<file path="src/rtl/uart_tx_arbiter.sv">
// ============================================================================
// Module  : uart_tx_arbiter
// Brief   : Round-robin, packet-locked sharing of one UART transmitter among
//           NUM_REQ byte requesters. Optional idle-lock timeout is enabled by
//           defining ARB_LOCK_TIMEOUT_EN.
// Revision: 1.0 - initial release
// ============================================================================
`default_nettype none

module uart_tx_arbiter #(
    parameter int NUM_REQ      = 2,
    parameter int LOCK_TIMEOUT = 1024
) (
    input  logic                   clk,
    input  logic                   rst,
    input  logic [NUM_REQ-1:0]     req_valid_i,
    input  logic [NUM_REQ-1:0]     req_last_i,
    input  logic [8*NUM_REQ-1:0]   req_data_i,
    output logic [NUM_REQ-1:0]     req_ready_o,
    output logic [NUM_REQ-1:0]     grant_o,
    output logic [7:0]             tx_data_o,
    output logic                   tx_start_o,
    input  logic                   tx_busy_i,
    output logic                   timeout_evt_o
);

    localparam int IDX_W = $clog2(NUM_REQ);

    typedef enum logic [1:0] {
        S_IDLE      = 2'd0,
        S_ISSUE     = 2'd1,
        S_WAIT_RISE = 2'd2,
        S_WAIT_FALL = 2'd3
    } state_t;

    state_t             state_q;
    logic [NUM_REQ-1:0] grant_q;
    logic [IDX_W-1:0]   owner_q;
    logic [IDX_W-1:0]   last_owner_q;
    logic               last_q;
    logic [7:0]         tx_data_q;
    logic               tx_start_q;

    logic               pick_vld_d;
    logic [IDX_W-1:0]   pick_d;
    logic               can_issue_d;
    logic               xfer_d;
    logic               timeout_hit_d;

    // Scan downward so the candidate closest after last_owner wins by overwrite.
    always_comb begin
        int idx;
        idx        = 0;
        pick_vld_d = 1'b0;
        pick_d     = '0;
        for (int k = NUM_REQ; k >= 1; k--) begin
            idx = int'(last_owner_q) + k;
            if (idx >= NUM_REQ) idx = idx - NUM_REQ;
            if (req_valid_i[IDX_W'(idx)]) begin
                pick_vld_d = 1'b1;
                pick_d     = IDX_W'(idx);
            end
        end
    end

    assign can_issue_d = (state_q == S_ISSUE) && !tx_busy_i;
    assign xfer_d      = can_issue_d && req_valid_i[owner_q];
    assign req_ready_o = can_issue_d ? grant_q : '0;

`ifdef ARB_LOCK_TIMEOUT_EN
    localparam int CNT_W = $clog2(LOCK_TIMEOUT + 1);

    logic [CNT_W-1:0] idle_cnt_q;
    logic             timeout_evt_q;
    logic             owner_idle_d;

    assign owner_idle_d  = (state_q == S_ISSUE) && !req_valid_i[owner_q];
    assign timeout_hit_d = owner_idle_d && (idle_cnt_q == CNT_W'(LOCK_TIMEOUT - 1));

    always_ff @(posedge clk) begin
        if (rst) begin
            idle_cnt_q    <= '0;
            timeout_evt_q <= 1'b0;
        end else begin
            timeout_evt_q <= timeout_hit_d;
            if (owner_idle_d && !timeout_hit_d) idle_cnt_q <= idle_cnt_q + 1'b1;
            else                                idle_cnt_q <= '0;
        end
    end

    assign timeout_evt_o = timeout_evt_q;
`else
    assign timeout_hit_d = 1'b0;
    assign timeout_evt_o = 1'b0;
`endif

    always_ff @(posedge clk) begin
        if (rst) begin
            state_q      <= S_IDLE;
            grant_q      <= '0;
            owner_q      <= '0;
            last_owner_q <= IDX_W'(NUM_REQ - 1);
            last_q       <= 1'b0;
            tx_data_q    <= 8'h00;
            tx_start_q   <= 1'b0;
        end else begin
            tx_start_q <= 1'b0;
            case (state_q)
                S_IDLE: begin
                    if (pick_vld_d) begin
                        owner_q <= pick_d;
                        grant_q <= NUM_REQ'(1) << pick_d;
                        state_q <= S_ISSUE;
                    end
                end
                S_ISSUE: begin
                    if (timeout_hit_d) begin
                        grant_q      <= '0;
                        last_owner_q <= owner_q;
                        state_q      <= S_IDLE;
                    end else if (xfer_d) begin
                        tx_data_q  <= req_data_i[{owner_q, 3'b000} +: 8];
                        last_q     <= req_last_i[owner_q];
                        tx_start_q <= 1'b1;
                        state_q    <= S_WAIT_RISE;
                    end
                end
                S_WAIT_RISE: begin
                    if (tx_busy_i) state_q <= S_WAIT_FALL;
                end
                S_WAIT_FALL: begin
                    if (!tx_busy_i) begin
                        if (last_q) begin
                            grant_q      <= '0;
                            last_owner_q <= owner_q;
                            state_q      <= S_IDLE;
                        end else begin
                            state_q <= S_ISSUE;
                        end
                    end
                end
                default: state_q <= S_IDLE;
            endcase
        end
    end

    assign grant_o    = grant_q;
    assign tx_data_o  = tx_data_q;
    assign tx_start_o = tx_start_q;

endmodule

`default_nettype wire

</file>
<file path="config.mk">
export PLATFORM = sky130hd
export DESIGN_NAME = uart_tx_arbiter
export DESIGN_NICKNAME = d
export VERILOG_FILES = /design/src/rtl/uart_tx_arbiter.sv
export SDC_FILE = /design/constraint.sdc
export NUM_CORES = 1
export LEC_CHECK = 0
export CORE_MARGIN = 4
export CORE_UTILIZATION = 41
export DETAILED_ROUTE_END_ITERATION = 16
export GPL_ROUTABILITY_DRIVEN = 0
export PLACE_DENSITY = 0.83
export SYNTH_ARGS = -nofsm -noshare
export SYNTH_HDL_FRONTEND = slang
export SYNTH_SLANG_ARGS = --single-unit
</file>
<file path="constraint.sdc">
create_clock -name clk -period 1.91 [get_ports clk]
set_input_delay 0.2865 -clock clk [delete_from_list [all_inputs] [get_ports clk]]
set_output_delay 0.2865 -clock clk [all_outputs]
set_load 0.02 [all_outputs]
</file>
== Yosys cells after proc, flatten, opt, wreduce, memory -nomap -nowiden ==
Cells that the tools add are included.
Storage, ports and cells
  bits in registers: 16
  bits of input ports: 23
  output and inout port bits: 14
  word-level logic and storage cells: 65
Operators by class
  $add $sub $neg: 4
  $lt $le $gt $ge: 5
  equality and inequality tests: 8
  shifts and indexed selects: 2
  mux-type cells: 26
  bitwise operators: 2
  reductions and logical operators: 11
Operators by type and width (number)
  $mux W1: 16
  $mux W2: 8
  $shiftx A16 B5 Y8: 1
  $ne A2 B2 Y1 const B: 5
  $pmux W2 S4: 1
  $reduce_and A4 Y1: 2
  $lt A1 B3 Y1 const B: 2
  $eq A2 B2 Y1 const B: 2
  $pmux W2 S2: 1
  $reduce_and A2 Y1: 2
  $add A1 B2 Y3 const B: 1
  $ge A3 B2 Y1 const B: 1
  $reduce_and A3 Y1: 1
  $add A1 B1 Y2 const B: 1
  $eq A2 B1 Y1 const B: 1
  $ge A2 B2 Y1 const B: 1
  $logic_and A1 B1 Y1: 2
  $logic_not A2 Y1: 1
  $lt A1 B2 Y1 const B: 1
  $not A1 Y1: 2
  $reduce_bool A2 Y1: 1
  $reduce_or A2 Y1: 1
  $shl A1 B1 Y2 const A: 1
  $sub A1 B1 Y1 const B: 2
  $logic_not A1 Y1: 1

== Depth between registers and ports, before layout ==
Gate-level depths: netlist of run 1.
  depth after elaboration: 11
  gate-level depth with buffers: 6
  mapped depth without buffers: 6

== Least setup slack after synthesis of run 1 ==
OpenSTA, ideal clock, no wires.
  path kind: register to register
  start: register state_q[1]
  end: register state_q[0]
  setup time: 0.122 ns
  arrival: 1.280 ns
  path slack: 0.508 ns
  cell stages (with the launch flop): 6
  clock period less this slack: 1.402 ns
  cell sequence: dfxtp_1 inv_1 ha_1 nor3b_1 o21ai_1 o311a_1
Between the ends
  word-level cells in the longest chain between the ends: 5
RTL lines
  start, declared: RTL line 36  | state_t state_q;
  start signal, assigned: RTL line 99  | state_q <= S_IDLE;
  start signal, assigned: RTL line 113  | state_q <= S_ISSUE;
  start signal, assigned: RTL line 120  | state_q <= S_IDLE;
  $eq A2 B1 Y1: RTL line 66, 108
  $logic_and A1 B1 Y1: RTL line 66  | assign can_issue_d = (state_q == S_ISSUE) && !tx_busy_i;
  $logic_and A1 B1 Y1: RTL line 67  | assign xfer_d = can_issue_d && req_valid_i[owner_q];
  $ne A2 B2 Y1 (no line)
  $reduce_and A4 Y1 (no line)
Several ways; a longest one is shown, not always the timed one.
A chain may end at the register's enable or synchronous reset.

== Worst setup path after layout of run 1 ==
  start: register state_q[1]
  end: output port req_ready_o[1]
Between the ends
  word-level cells in the longest chain between the ends: 3
RTL lines
  $eq A2 B1 Y1: RTL line 66
  $logic_and A1 B1 Y1: RTL line 66
  $mux W2: RTL line 68  | assign req_ready_o = can_issue_d ? grant_q : '0;
  end, declared: RTL line 19  | output logic [NUM_REQ-1:0] req_ready_o,
No other way between the ends.

==> results of run 1 <==
registers in the layout (all words and copies together), names as in the netlist:
name          count
grant_o           2
tx_data_o         8
state_q           2
tx_start_o        1
owner_q           1
last_q            1
last_owner_q      1
critical path: stages (launching register included):
cell and delay, ns:
dfxtp_1 0.41, inv_1 0.08, ha_1 0.24, and3b_1 0.18
dlygate4sd2_1 0.32
layer usage:
metal,part of all wire,routed length (um)
met1,0.44,855
met2,0.49,966
met3,0.068,132
met4,0,0
met5,0,0
power groups by stage:
stage	Sequential (mW)	Combinational, mW	Clock, mW
global placement	0.405	0.374	0
floorplan	0.433	0.212	0
finish	0.400	0.391	0.223
global route	0.406	0.430	0.247
CTS	0.400	0.394	0.233
detailed placement	0.409	0.393	0
worst max-delay path by stage:
stage               startpoint        endpoint  slack (ns)  cells after the start
floorplan           state_q[1]      state_q[0]        0.51                      5
finish              state_q[1]  req_ready_o[1]        0.11                      4
global placement     tx_busy_i  req_ready_o[0]        0.08                      3
detailed placement   tx_busy_i  req_ready_o[1]        0.07                      3
global route        state_q[1]  req_ready_o[1]        0.05                      4
CTS                 state_q[1]  req_ready_o[1]        0.10                      4
through the flow:
step	cell area, sq um	total power, mW
4_1_cts	1310	1.03
3_3_place_gp	1280	0.780
3_5_place_dp	1280	0.802
6_report	1310	1.01
5_1_grt	1310	1.08
2_1_floorplan	866	0.646
cell type report:
class,count,area [sq um]
Inverter,4,15.0
Clock buffer,4,36.3
Timing Repair Buffer,41,405
Tap cell,27,33.8
Fill cell,161,668
Sequential cell,16,320
Multi-Input combinational cell,63,503
cells by family after synthesis:
kind of cell    Yosys count
simple gates             28
buf+inv                   8
flops                    16
other cells               1
fa+ha+maj                 4
mux                      11
compound gates           19
layout by cell type, fill, tap and decap left out, drive strengths merged:
cell / Yosys / layout
clkdlybuf4s50: 0 / 33
dfxtp: 16 / 16
nor2: 14 / 14
mux2i: 11 / 11
a211oi: 9 / 9
buf: 4 / 6
inv: 4 / 4
ha: 4 / 4
clkbuf: 0 / 4
and3b: 3 / 3
o21ai: 3 / 3
nand2: 3 / 3
a21oi: 3 / 3
and2: 2 / 2
dlygate4sd2: 0 / 2
nor3b: 2 / 2
nor2b: 1 / 1
nand2b: 1 / 1
nand4b: 1 / 1
a221o: 1 / 1
o311a: 1 / 1
nor4bb: 1 / 1
o211ai: 1 / 1
o41ai: 1 / 1
conb: 1 / 1
timing repair:
action                     4_1_cts  5_1_grt
buffers inserted                 0        0
setup endpoints to repair        2        0
gates resized for setup          2        0
==> results.cfg, run 1 <==
[outcome]
outcome = completed

[sta]
fin_ws_ns = 0.109
period_needed_ns = 1.80
rsz0062_at_grt = no
drv_slew = 0
fin_tns_setup_ns = 0
fmax_mhz = 555
skew_ns = 0.00826
setup_violations = 0
hold_viol_final = 0
post-route-period-util = 0.943
holdWs_ns = 0.482

[critical_path]
start_kind = flop
worstPathRequired_ns = 1.62
cp-end-kind = output port
arrival_ns = 1.51
cp_max_fo = 5
crit_type = flop to output port
rrSetupSlack_ns = 0.36
r2r_start = state_q[1]
reg2reg_to = state_q[0]
rr_worst_depth = 5

[routing]
via_per_inst = 4.95
drt_iter0_markers = 9
wl_per_cell_um = 12.6
wl_um = 1950
route.vias.total = 768
route.detailed.drc = 0
drtAntennaViolNets = 0
firstDrtPassIters = 4

[final_layout]
fin_nets = 156
final_layout_size_suffix_gt1_frac = 0.156
syn_to_final_growth_pct = 51.7
layoutNonFillerInstCount = 155
utilization = 0.663
antennaDiodeCount = 0

[clocking]
cts_tree = done
path_clk_slew_ns = 0.10
cts_hold_buf = 0
cts_root_buffer = clkbuf_4
htreeDepth = 1
clk_latency_ns = 0.29
clock-sinks = 16
cts_buffer_depth = 2
cts_buffers = 3

[power]
clockPowerShare = 0.220
seq_power_share = 0.395
ir_drop_uv = 519
switching_share = 0.323
power_density_nw_per_um2 = 772
power_frac_comb = 0.385
switchingPower_mw = 0.327
p_int_mw = 0.687
leakagePower_nw = 0.491

[global_routing]
grtUsageMet2 = 0.262
grt_use_met3 = 0.0526
grt_pass1_wl_um = 3060
grt_pass1_vias = 743
grt_max_degree = 15
antenna_found_initial = 0
track_usage = 0.143
busiest_layer = met2
grt_overflow_total = 0
met1_usage = 0.152

[logic_synthesis]
synthAdderAreaFrac = 0.0578
synth-xor-area-share = 0
synth-simple-area-share = 0.185
synth_top_area_frac = 0.370
syn_area_per_cell_sq_um = 9.95
async_flop_share = 0
muxShareOfSynthArea = 0.127
synth_compound_area_frac = 0.207
synth_edf_count = 0
synth_most_common_cell = dfxtp_1
synth-main-ff-cell = dfxtp_1
synth_area_leaders = dfxtp_1 (37%), a211oi_2 (13%), mux2i_1 (13%)
synthCells = 87
ys_seq_area_frac = 0.370
syn-cell-area_sq_um = 866
yosysWarnings = 0
synth-seq-cells = 16
synth_common_cells = dfxtp_1 (16), nor2_1 (14), mux2i_1 (11), a211oi_2 (9)
ys_types = 26
synth_nets = 114
synth_area_leader_cell = dfxtp_1
synth_top_family_by_area = compound AO/OA/AOI/OAI gates

[hold_path]
hold_end = grant_o[0]
hp-class = flop to flop
whs_path_depth = 2
hold_start = grant_o[0]

[place]
dp_hpwl_um = 1600
post-place-ws_ns = 0.0718
io_buffer_count = 35
dp_cells = 151

[floorplan]
num_rows = 16
initial_core_util = 0.437
dieArea_sq_um = 2910
die_y_um = 54.0
ios = 37
core-area_sq_um = 1980
die_w_um = 54.0

[job]
cap_violations = 0
Note: power is estimated with default switching activity, not from simulation.
==> run 2, diff against run 1 <==
--- a/config.mk
+++ b/config.mk
@@ -5,10 +5,10 @@
 export SDC_FILE = /design/constraint.sdc
 export NUM_CORES = 1
 export LEC_CHECK = 0
+export CORE_ASPECT_RATIO = 1.1
 export CORE_MARGIN = 4
 export CORE_UTILIZATION = 41
 export DETAILED_ROUTE_END_ITERATION = 16
-export GPL_ROUTABILITY_DRIVEN = 0
 export PLACE_DENSITY = 0.83
 export SYNTH_ARGS = -nofsm -noshare
 export SYNTH_HDL_FRONTEND = slang
==> results.cfg, run 2 (synthesized netlist as in run 1, its figures left out) <==
[outcome]
outcome = completed

[clocking]
cts_hold_buf = 0
htreeDepth = 1
cts_buffer_depth = 2
clk_latency_ns = 0.27
cts_root_buffer = clkbuf_4
cts_buffers = 3
cts_setup_buffers = 0
cts_tree = done
clock-sinks = 16
cts_resized = 2
path_clk_slew_ns = 0.08

[sta]
rsz0062_at_grt = no
post-route-period-util = 0.935
skew_ns = 0.00235
fin_tns_setup_ns = 0
fmax_mhz = 560
hold_viol_final = 0
period_needed_ns = 1.79
fin_ws_ns = 0.125
drv_slew = 0
setup_violations = 0

[place]
dpl_cell_area_sq_um = 1270
routabilityCongestion = 0.877
dp_hpwl_um = 1600
io_buffer_count = 35
post-place-ws_ns = 0.0757

[routing]
wl_um = 1920
wl_per_cell_um = 12.5
firstDrtPassIters = 4
route.vias.total = 758
drt_iter0_markers = 7
route.detailed.drc = 0
via_per_inst = 4.92
drtAntennaViolNets = 0

[final_layout]
antennaDiodeCount = 0
final-seq-area_sq_um = 320
largest_register_ffs = 8
final_layout_size_suffix_gt1_frac = 0.143
nFillCells = 187
multi_input_area_sq_um = 503
syn_to_final_growth_pct = 49.4
mostFrequentLayoutCell = clkdlybuf4s50_1
final_cell_mix = clkdlybuf4s50_1 (33), dfxtp_1 (16), nor2_1 (14)
utilization = 0.647
finish.instance_area_sq_um = 1290
fin_nets = 155

[critical_path]
worstPathRequired_ns = 1.62
cp-end-kind = output port
start_kind = flop
arrival_ns = 1.50
cp_slowest_cell = dfxtp_1
crit_chain = inv_1, ha_1, and3b_1, dlygate4sd2_1
cp_num_buf_inv = 2
cp_max_fo = 5
max_stage_delay_ns = 0.41
cp_top_family = flip-flops
crit_type = flop to output port

[floorplan]
ios = 37
die_y_um = 56.2
dieArea_sq_um = 2910
core-area_sq_um = 2000
die_w_um = 51.8
initial_core_util = 0.433
num_rows = 17

[global_routing]
grt_overflow_total = 0
antenna_found_initial = 0
grt_max_degree = 15
track_usage = 0.146
grt_pass1_wl_um = 3330
grt_pass1_vias = 774

[power]
power_density_nw_per_um2 = 734
leakagePower_nw = 0.479
power.total_mw = 0.950
ir_drop_uv = 500

[job]
cap_violations = 0

[hold_path]
hp-class = flop to flop
run 2: changes by cell type in the layout (fill, tap and decap cells not counted), sizes merged:
cell and change:
buf -1, clkbuf -1
run 2: layout make-up:
cell class | instances | share of cell area
Timing Repair Buffer | 40 | 0.308
Inverter | 4 | 0.0116
Multi-Input combinational cell | 63 | 0.389
Sequential cell | 16 | 0.248
Tap cell | 28 | 0.0271
Clock buffer | 3 | 0.0174
run 2: worst register-to-register path, delay by kind of cell (launching register included):
kind                     cells  cell delay, ns
flip-flops                   1            0.41
AO/OA/AOI/OAI                2            0.52
adder cells (fa/ha/maj)      1            0.24
AND/OR/NAND/NOR              1            0.22
buffers and inverters        1            0.09
run 2: layer usage:
metal | vias up | track usage | routed length, um
met3 | 2 | 0.0375 | 139
met2 | 26 | 0.253 | 973
met5 | - | 0 | 0
li1 | 389 | - | -
met4 | 0 | 0.0562 | 14
met1 | 341 | 0.167 | 790
run 2: worst paths after layout:
path                   start              to  slack, ns  cells after the start
hold reg to reg   grant_o[0]      grant_o[0]       0.47                      2
setup reg to reg  state_q[1]      state_q[0]       0.33                      5
hold / removal    grant_o[0]      grant_o[0]       0.47                      2
setup / recovery  state_q[1]  req_ready_o[0]       0.12                      4
run 2: through the flow:
| stage | hold slack, ns | std cells |
|---|---|---|
| floorplan | 0.351 | 87 |
| global placement | 0.455 | 151 |
| detailed placement | 0.465 | 151 |
| CTS | 0.477 | 154 |
| global route | 0.510 | 154 |
| finish | 0.469 | 154 |
run 2: power breakdown:
part           total [mW]  internal [mW]  switching, mW
clock               0.162         0.0729         0.0888
sequential          0.400          0.373         0.0270
combinational       0.389          0.196          0.192
total               0.950          0.642          0.308
